`src/rtl/alu_arbiter.sv`:
```
// alu_arbiter
//   Two-requester front end for one shared, pipelined ALU. Only one operation
//   is in flight at a time. The grant alternates when both requesters ask in
//   the same cycle. Illegal operations are answered with an error and never
//   reach the ALU. The ALU result is returned through a valid/ready response
//   port.
//
// Ports
//   clk, rst_n                    clock, asynchronous active-low reset
//   reqN_valid / reqN_ready       request handshake (ready is a 1-cycle accept pulse)
//   reqN_a, reqN_b, reqN_op       3-bit operands and opcode (000 AND, 001 XOR, 010 ADD, 011 MUL)
//   reqN_cin, reqN_red_a/_b       carry-in and operand reduction selects
//   alu_*                         shared ALU drive, non-zero only during ISSUE
//   alu_out                       ALU registered result, valid ALU_LAT cycles after ISSUE
//   rsp_valid / rsp_ready         response handshake
//   rsp_id, rsp_data, rsp_err     owner, result and rejection flag
module alu_arbiter #(
  parameter int ALU_LAT = 2
) (
  input  logic       clk,
  input  logic       rst_n,
  input  logic       req0_valid,
  output logic       req0_ready,
  input  logic [2:0] req0_a,
  input  logic [2:0] req0_b,
  input  logic [2:0] req0_op,
  input  logic       req0_cin,
  input  logic       req0_red_a,
  input  logic       req0_red_b,
  input  logic       req1_valid,
  output logic       req1_ready,
  input  logic [2:0] req1_a,
  input  logic [2:0] req1_b,
  input  logic [2:0] req1_op,
  input  logic       req1_cin,
  input  logic       req1_red_a,
  input  logic       req1_red_b,
  output logic [2:0] alu_a,
  output logic [2:0] alu_b,
  output logic [2:0] alu_opcode,
  output logic       alu_cin,
  output logic       alu_red_a,
  output logic       alu_red_b,
  output logic       alu_serial_in,
  output logic       alu_direction,
  output logic       alu_bypass_a,
  output logic       alu_bypass_b,
  input  logic [5:0] alu_out,
  output logic       rsp_valid,
  input  logic       rsp_ready,
  output logic       rsp_id,
  output logic [5:0] rsp_data,
  output logic       rsp_err
);

  typedef enum logic [1:0] {IDLE, ISSUE, WAIT, RESP} state_e;

  localparam logic [2:0] LAST_CNT = 3'(ALU_LAT - 1);

  state_e     state_q, state_d;
  logic       last_grant_q, last_grant_d;
  logic [2:0] cnt_q, cnt_d;

  logic [2:0] a_q, b_q, op_q;
  logic       cin_q, red_a_q, red_b_q, id_q;
  logic [5:0] rsp_data_q;
  logic       rsp_err_q;

  logic       sel;
  logic [2:0] sel_a, sel_b, sel_op;
  logic       sel_cin, sel_red_a, sel_red_b;
  logic       accept, illegal, wait_done;

  // Tie: the requester not granted last wins; otherwise whoever is valid.
  assign sel       = (req0_valid && req1_valid) ? ~last_grant_q : req1_valid;
  assign sel_a     = sel ? req1_a     : req0_a;
  assign sel_b     = sel ? req1_b     : req0_b;
  assign sel_op    = sel ? req1_op    : req0_op;
  assign sel_cin   = sel ? req1_cin   : req0_cin;
  assign sel_red_a = sel ? req1_red_a : req0_red_a;
  assign sel_red_b = sel ? req1_red_b : req0_red_b;

  assign accept    = (state_q == IDLE) && (req0_valid || req1_valid);
  // Opcodes 1xx are undefined; ADD/MUL have no reduced-operand form.
  assign illegal   = sel_op[2] || (sel_op[1] && (sel_red_a || sel_red_b));
  assign wait_done = (state_q == WAIT) && (cnt_q == LAST_CNT);

  // State register (control only)
  always_ff @(posedge clk or negedge rst_n) begin
    if (!rst_n) begin
      state_q      <= IDLE;
      last_grant_q <= 1'b1;
      cnt_q        <= 3'd0;
    end else begin
      state_q      <= state_d;
      last_grant_q <= last_grant_d;
      cnt_q        <= cnt_d;
    end
  end

  // Next-state logic
  always_comb begin
    state_d      = state_q;
    last_grant_d = last_grant_q;
    cnt_d        = cnt_q;
    case (state_q)
      IDLE: begin
        if (accept) begin
          last_grant_d = sel;
          state_d      = illegal ? RESP : ISSUE;
        end
      end
      ISSUE: begin
        cnt_d   = 3'd0;
        state_d = WAIT;
      end
      WAIT: begin
        if (wait_done) begin
          cnt_d   = 3'd0;
          state_d = RESP;
        end else begin
          cnt_d = cnt_q + 3'd1;
        end
      end
      RESP: begin
        if (rsp_ready) state_d = IDLE;
      end
      default: state_d = IDLE;
    endcase
  end

  // Payload registers: outputs are gated by state, so no reset is needed here.
  always_ff @(posedge clk) begin
    if (accept) begin
      a_q     <= sel_a;
      b_q     <= sel_b;
      op_q    <= sel_op;
      cin_q   <= sel_cin;
      red_a_q <= sel_red_a;
      red_b_q <= sel_red_b;
      id_q    <= sel;
      if (illegal) begin
        rsp_data_q <= 6'd0;
        rsp_err_q  <= 1'b1;
      end
    end
    if (wait_done) begin
      rsp_data_q <= alu_out;
      rsp_err_q  <= 1'b0;
    end
  end

  // Output logic
  always_comb begin
    req0_ready = 1'b0;
    req1_ready = 1'b0;
    alu_a      = 3'd0;
    alu_b      = 3'd0;
    alu_opcode = 3'd0;
    alu_cin    = 1'b0;
    alu_red_a  = 1'b0;
    alu_red_b  = 1'b0;
    rsp_valid  = 1'b0;
    rsp_id     = 1'b0;
    rsp_data   = 6'd0;
    rsp_err    = 1'b0;
    // State sits in IDLE during reset; rst_n keeps the accept pulse quiet then.
    if (accept && rst_n) begin
      req0_ready = ~sel;
      req1_ready = sel;
    end
    if (state_q == ISSUE) begin
      alu_a      = a_q;
      alu_b      = b_q;
      alu_opcode = op_q;
      alu_cin    = cin_q;
      alu_red_a  = red_a_q;
      alu_red_b  = red_b_q;
    end
    if (state_q == RESP) begin
      rsp_valid = 1'b1;
      rsp_id    = id_q;
      rsp_data  = rsp_data_q;
      rsp_err   = rsp_err_q;
    end
  end

  assign alu_serial_in = 1'b0;
  assign alu_direction = 1'b0;
  assign alu_bypass_a  = 1'b0;
  assign alu_bypass_b  = 1'b0;

endmodule

```
`config.mk`:
```
export PLATFORM = sky130hd
export DESIGN_NAME = alu_arbiter
export DESIGN_NICKNAME = d
export VERILOG_FILES = /design/src/rtl/alu_arbiter.sv
export SDC_FILE = /design/constraint.sdc
export NUM_CORES = 1
export LEC_CHECK = 0
export BUFFER_PORTS_ARGS = -buffer_cell sky130_fd_sc_hd__buf_2
export CORE_MARGIN = 2
export CORE_UTILIZATION = 46
export CTS_CLUSTER_DIAMETER = 120
export DETAILED_ROUTE_END_ITERATION = 8
export HOLD_SLACK_MARGIN = 0.05
export PLACE_DENSITY = 0.78
export SYNTH_ARGS = -nofsm -noshare
export SYNTH_HDL_FRONTEND = slang
export SYNTH_SLANG_ARGS = --single-unit
```
`constraint.sdc`:
```
create_clock -name clk -period 2.4 [get_ports clk]
set_input_delay 0.48 -clock clk [delete_from_list [all_inputs] [get_ports clk]]
set_output_delay 0.48 -clock clk [all_outputs]
set_load 0.05 [all_outputs]
```
==> results.cfg, run 1 <==
[finish]
final_common_cell = buf_2
drive_above_1_share_pct = 45.5
n_antenna_cell = 0
layout.nets = 218
final_area_um2 = 1730
final_cell_mix = buf_2, and2_1, edfxtp_1, mux2_2, o21ai_0
layout.cells.non_filler = 207
num-fill-cells = 228
area_growth_pct = 25.6
fin_util_pct = 61.7

[grt]
antenna_found_initial = 0
grt_start_max_net_pins = 15
met1_usage_pct = 21.6
grtUsageMet2_pct = 31.0
grt_pass1_vias = 1001
overflow = 0
grt_pass1_wl_mm = 4.49
grt_util_all_layers_pct = 17.2
met3_usage_pct = 2.86
busiest_layer = met2

[setup_path]
r2r_slack_ns = 0.51
critical_path.top_delay_family = flip-flops
slowest_delay_ns = 0.44
crit_chain = inv_1 -> ha_2 -> o21ai_0 -> nor3b_2 -> buf_2
crit_path_end_kind = output port
worstSetupStartpointType = register
critPathSlowestCell = dfrtp_1
crit_required_ns = 1.92
rr_worst_depth = 5
crit_arrival_ns = 1.71
crit_type = reg2out
cp_max_fo = 8
reg2reg_from = state_q[1]$_DFFE_PN0P_
critPathBufInv = 2
rr_endpoint = rsp_data_q[5]$_SDFFCE_PN0P_

[power_and_ir_drop]
powerDensity_nw_per_um2 = 1130
p_leak_nw = 0.814
ir_drop_mv = 0.464
switching_share_pct = 47.2
pwr-share-comb_pct = 54.5
p_switching_w = 0.000925
p_int_w = 0.00103
clkPwrFrac_pct = 9.3
pwr-share-seq_pct = 36.3

[drt]
post_drt_via_cell_ratio = 5.03
drt_iter0_drc = 53
wl_per_cell_um = 13.6
first_pass_iters = 6
routed_wl_mm = 2.82
drtAntennaViolNets = 0
drc = 7
vias = 1042

[cts]
cts_tree = built
htreeDepth = 1
clockBufferDepth = 2
cts_buffers = 3
path_clk_slew_ns = 0.13
cts.sinks = 26
root_buffer = clkbuf_4
clock_latency_ns = 0.31

[sta]
setup_viol = 0
skew_ns = 0.00307
hold_violations = 0
worst_slack_ns = 0.209
min_period_over_period_pct = 91.3
fin_tns_setup_ns = 0
max_freq_ghz = 0.456
worstMarginPinSlew_ns = 0.513
rsz0062_at_grt = no
slew_headroom_pct = 65.6
finalCriticalPeriod_ns = 2.19
slew_viol_final = 0

[placed_design]
dp.cells = 202
post_dp_cell_area_um2 = 1690
gp_congestion = 0.865
port_buffers = 57
pre_cts_slack_ns = 0.407
place_hpwl_mm = 2.27

[job]
max_cap_viol_count = 0

[status]
status = complete, but fails checks
violations = DRC

[logic_synthesis]
synthTopCellsByArea = edfxtp_1, and2_1, mux2_2, dfrtp_1, ha_1
synth_seq_cells = 26
yosysUniqueCellTypes = 27
syn_area_per_cell_um2 = 12.0
yosysWarnings = 0
yosysTopAreaCellShare_pct = 41.4
yosysTopAreaCell = edfxtp_1
syn_area_um2 = 1380
seq_area_frac_synth_pct = 53.9
synth_cells = 115

[floorplan]
start_util_pct = 49.1
rows = 19
chipWidth_um = 58.7
num_io_pins = 62
fp.dieH_um = 58.7
core_area_um2 = 2810
die_area_um2 = 3450

[hold_path]
holdPathStages = 2
min_path_type = in2reg
min_from = req0_valid
hold_end = last_grant_q$_DFFE_PN1P_
==> metrics by stage <==
stage | power (W) | hold WS [ns]
after floorplan | 0.00153 | 0.184
after global placement | 0.00174 | 0.321
after detailed placement | 0.00179 | 0.327
after CTS | 0.00197 | 0.372
after global routing | 0.00209 | 0.369
final | 0.00196 | 0.374
==> how the worst max path moves through the flow <==
stage	start	end	slack, ns	cells after the start
after floorplan	state_q[0]$_DFFE_PN0P_	req0_ready	0.38	4
after global routing	state_q[0]$_DFFE_PN0P_	req0_ready	0.08	5
final	state_q[1]$_DFFE_PN0P_	req0_ready	0.21	5
after CTS	state_q[1]$_DFFE_PN0P_	req0_ready	0.11	5
after detailed placement	req0_valid	req1_ready	0.41	4
after global placement	req0_valid	req1_ready	0.46	4
==> synth_stat cells <==
library cell  instances
nor3b_1               1
mux2_2               12
a21boi_2              1
nor2_1                4
nor2b_1               1
ha_1                  6
dfxtp_1               1
nand4_1               1
dfrtp_1               5
inv_1                 7
or3b_4                1
conb_1                1
o21ai_0               9
a222oi_1              1
and2_1               26
dfstp_2               1
nand4b_1              2
nand2_1               1
edfxtp_1             19
nand3b_1              1
clkbuf_1              1
a31o_2                1
nand2b_1              1
and3_1                1
buf_4                 5
a31oi_1               3
a21oi_1               2
==> worst reg2reg max path: stages, from the launching register on <==
cell and delay [ns]:
dfrtp_1 0.44, inv_1 0.10, ha_2 0.26, o21ai_0 0.15, inv_1 0.32, a31o_2 0.33
==> per-layer routing <==
| metal | part of all wire [%] | routed length (um) | up-vias |
|---|---|---|---|
| met1 | 41 | 1170 | 480 |
| met4 | 0.57 | 16 | 0 |
| li1 | - | - | 518 |
| met3 | 7.4 | 208 | 2 |
| met2 | 51 | 1430 | 42 |
| met5 | 0 | 0 | - |
==> power groups by stage <==
stage	Clock [W]	Sequential [W]	Combinational (W)
detailed placement	0	0.000723	0.00106
floorplan	0	0.000704	0.000826
global placement	0	0.000709	0.00103
CTS	0.000187	0.000712	0.00107
global route	0.000207	0.000725	0.00116
finish	0.000182	0.000710	0.00107
==> flip-flops by register name (all words and copies together), names as in the netlist <==
register	count
rsp_data_q	6
a_q	3
b_q	3
cnt_q	3
op_q	3
state_q	2
cin_q	1
id_q	1
last_grant_q	1
red_a_q	1
red_b_q	1
rsp_err_q	1
==> final cells by class <==
type	instances	area [um2]	share of cell area, %
sequential	26	742	42.9
multi-input combinational	79	587	33.9
timing repair buffer	60	310	17.9
tap	31	38.8	2.24
inverter	7	26.3	1.52
clock buffer	3	22.5	1.30
clock inverter	1	3.75	0.217
==> kinds of logic after synthesis <==
kind of cell             Yosys count  synth area share (%)
AO/OA/AOI/OAI                     17                  7.54
adder cells (fa/ha/maj)            6                  5.45
buffers and inverters             13                  4.91
flip-flops                        26                  53.9
multiplexers                      12                  9.81
other                              1                 0.272
AND/OR/NAND/NOR                   40                  18.2
==> repair_timing <==
action / CTS / global route
buffers inserted: 0 / 0
hold buffers: 1 / 0
endpoints found under the hold margin: 5 / 0
endpoints found under the setup margin: 0 / 1
resized for setup: 0 / 1
No activity file was read; power rests on OpenSTA's default activity.
==> inputs of run 2 (changes only) <==
- RECOVER_POWER: default -> 25
==> results.cfg, run 2 (synthesis results as in run 1) <==
[status]
status = complete, but fails checks
violations = DRC

[setup_path]
crit_required_ns = 1.92
cp_max_fo = 8
crit_path_end_kind = output port
crit_chain = inv_1 -> ha_2 -> o21ai_0 -> nor3b_2 -> buf_2
crit_arrival_ns = 1.71
critPathSlowestCell = dfrtp_1
slowest_delay_ns = 0.44
critPathBufInv = 2
critical_path.top_delay_family = flip-flops
worstSetupStartpointType = register
crit_type = reg2out

[cts]
clockBufferDepth = 2
clock_latency_ns = 0.31
root_buffer = clkbuf_4
cts.sinks = 26
cts_buffers = 3
htreeDepth = 1
path_clk_slew_ns = 0.13
postCtsSetupBuffers = 0
cts_tree = built

[drt]
drc = 7
routed_wl_mm = 2.82
vias = 1042
wl_per_cell_um = 13.6
post_drt_via_cell_ratio = 5.03
first_pass_iters = 6
drt_iter0_drc = 53
drtAntennaViolNets = 0

[floorplan]
fp.dieH_um = 58.7
start_util_pct = 49.1
chipWidth_um = 58.7
die_area_um2 = 3450
num_io_pins = 62
rows = 19
core_area_um2 = 2810

[sta]
slew_headroom_pct = 65.6
min_period_over_period_pct = 91.3
fin_tns_setup_ns = 0
skew_ns = 0.00311
finalCriticalPeriod_ns = 2.19
rsz0062_at_grt = no
setup_viol = 0
worstMarginPinSlew_ns = 0.513
slew_viol_final = 0
hold_violations = 0
max_freq_ghz = 0.456

[job]
max_cap_viol_count = 0

[grt]
grt_start_max_net_pins = 15
grt_pass1_vias = 1001
overflow = 0
grt_pass1_wl_mm = 4.49
grt_util_all_layers_pct = 17.2
antenna_found_initial = 0

[power_and_ir_drop]
pwr-share-comb_pct = 54.5
switching_share_pct = 47.3
p_leak_nw = 0.812
p_int_w = 0.00103
pwr-share-seq_pct = 36.2
ir_drop_mv = 0.464
clkPwrFrac_pct = 9.3
p_switching_w = 0.000925
powerDensity_nw_per_um2 = 1130

[finish]
final_common_cell = buf_2
largest_register_ffs = 6
layout.nets = 218
final_cell_mix = buf_2, and2_1, edfxtp_1, mux2_2, o21ai_0
top_register = rsp_data_q
fin_util_pct = 61.7
drive_above_1_share_pct = 44.9
final_area_um2 = 1730
n_antenna_cell = 0
area_growth_pct = 25.6

[placed_design]
port_buffers = 57
post_dp_cell_area_um2 = 1690
gp_congestion = 0.865
place_hpwl_mm = 2.27

[hold_path]
min_path_type = in2reg
-- run 2: final cells by class --
type	instances	area, um2
clock buffers	3	22.5
clock inverters	1	3.75
fillers	228	1070
inverters	7	26.3
multi-input cells	79	587
flip-flops and latches	26	742
well taps	31	38.8
repair buffers	60	310
-- run 2: power by group through the flow --
stage	combinational (W)	clock [W]	sequential [W]
after detailed placement	0.00106	0	0.000723
after global placement	0.00103	0	0.000709
final	0.00107	0.000182	0.000708
after floorplan	0.000826	0	0.000704
after global routing	0.00116	0.000207	0.000722
after CTS	0.00107	0.000187	0.000712
-- run 2: per-layer routing --
layer | GRT usage, % | up-vias | routed length [um]
met5 | 0 | - | 0
met4 | 3.90 | 0 | 16
met3 | 2.86 | 2 | 208
met2 | 31.0 | 42 | 1430
met1 | 21.6 | 480 | 1160
li1 | - | 518 | -
-- run 2: path summary, 6_finish.rpt --
kind,startpoint,to,slack (ns),cells past startpoint
hold / removal,req0_valid,last_grant_q$_DFFE_PN1P_,0.38,2
min in group asynchronous,rst_n,cnt_q[1]$_DFFE_PN0P_,0.51,2
max in group asynchronous,rst_n,last_grant_q$_DFFE_PN1P_,1.65,2
setup reg to reg,state_q[1]$_DFFE_PN0P_,rsp_data_q[5]$_SDFFCE_PN0P_,0.51,5
hold reg to reg,rsp_err_q$_SDFFE_PP0P_,rsp_err_q$_SDFFE_PP0P_,0.49,2
setup / recovery,state_q[1]$_DFFE_PN0P_,req0_ready,0.21,5
-- run 2: what timing repair did --
| item | in CTS | in global routing |
|---|---|---|
| setup endpoints to repair | 0 | 1 |
| hold buffers | 1 | 0 |
| gates resized for setup | 0 | 1 |
| endpoints found under the hold margin | 5 | 0 |
-- run 2: through the flow --
step	hold WS [ns]	instances	worst slack [ns]	power [W]
6_report	0.380	207	0.209	0.00196
5_1_grt	0.375	207	0.0806	0.00209
4_1_cts	0.372	207	0.114	0.00197
3_3_place_gp	0.321	202	0.462	0.00174
3_5_place_dp	0.327	202	0.407	0.00179
2_1_floorplan	0.184	118	0.382	0.00153
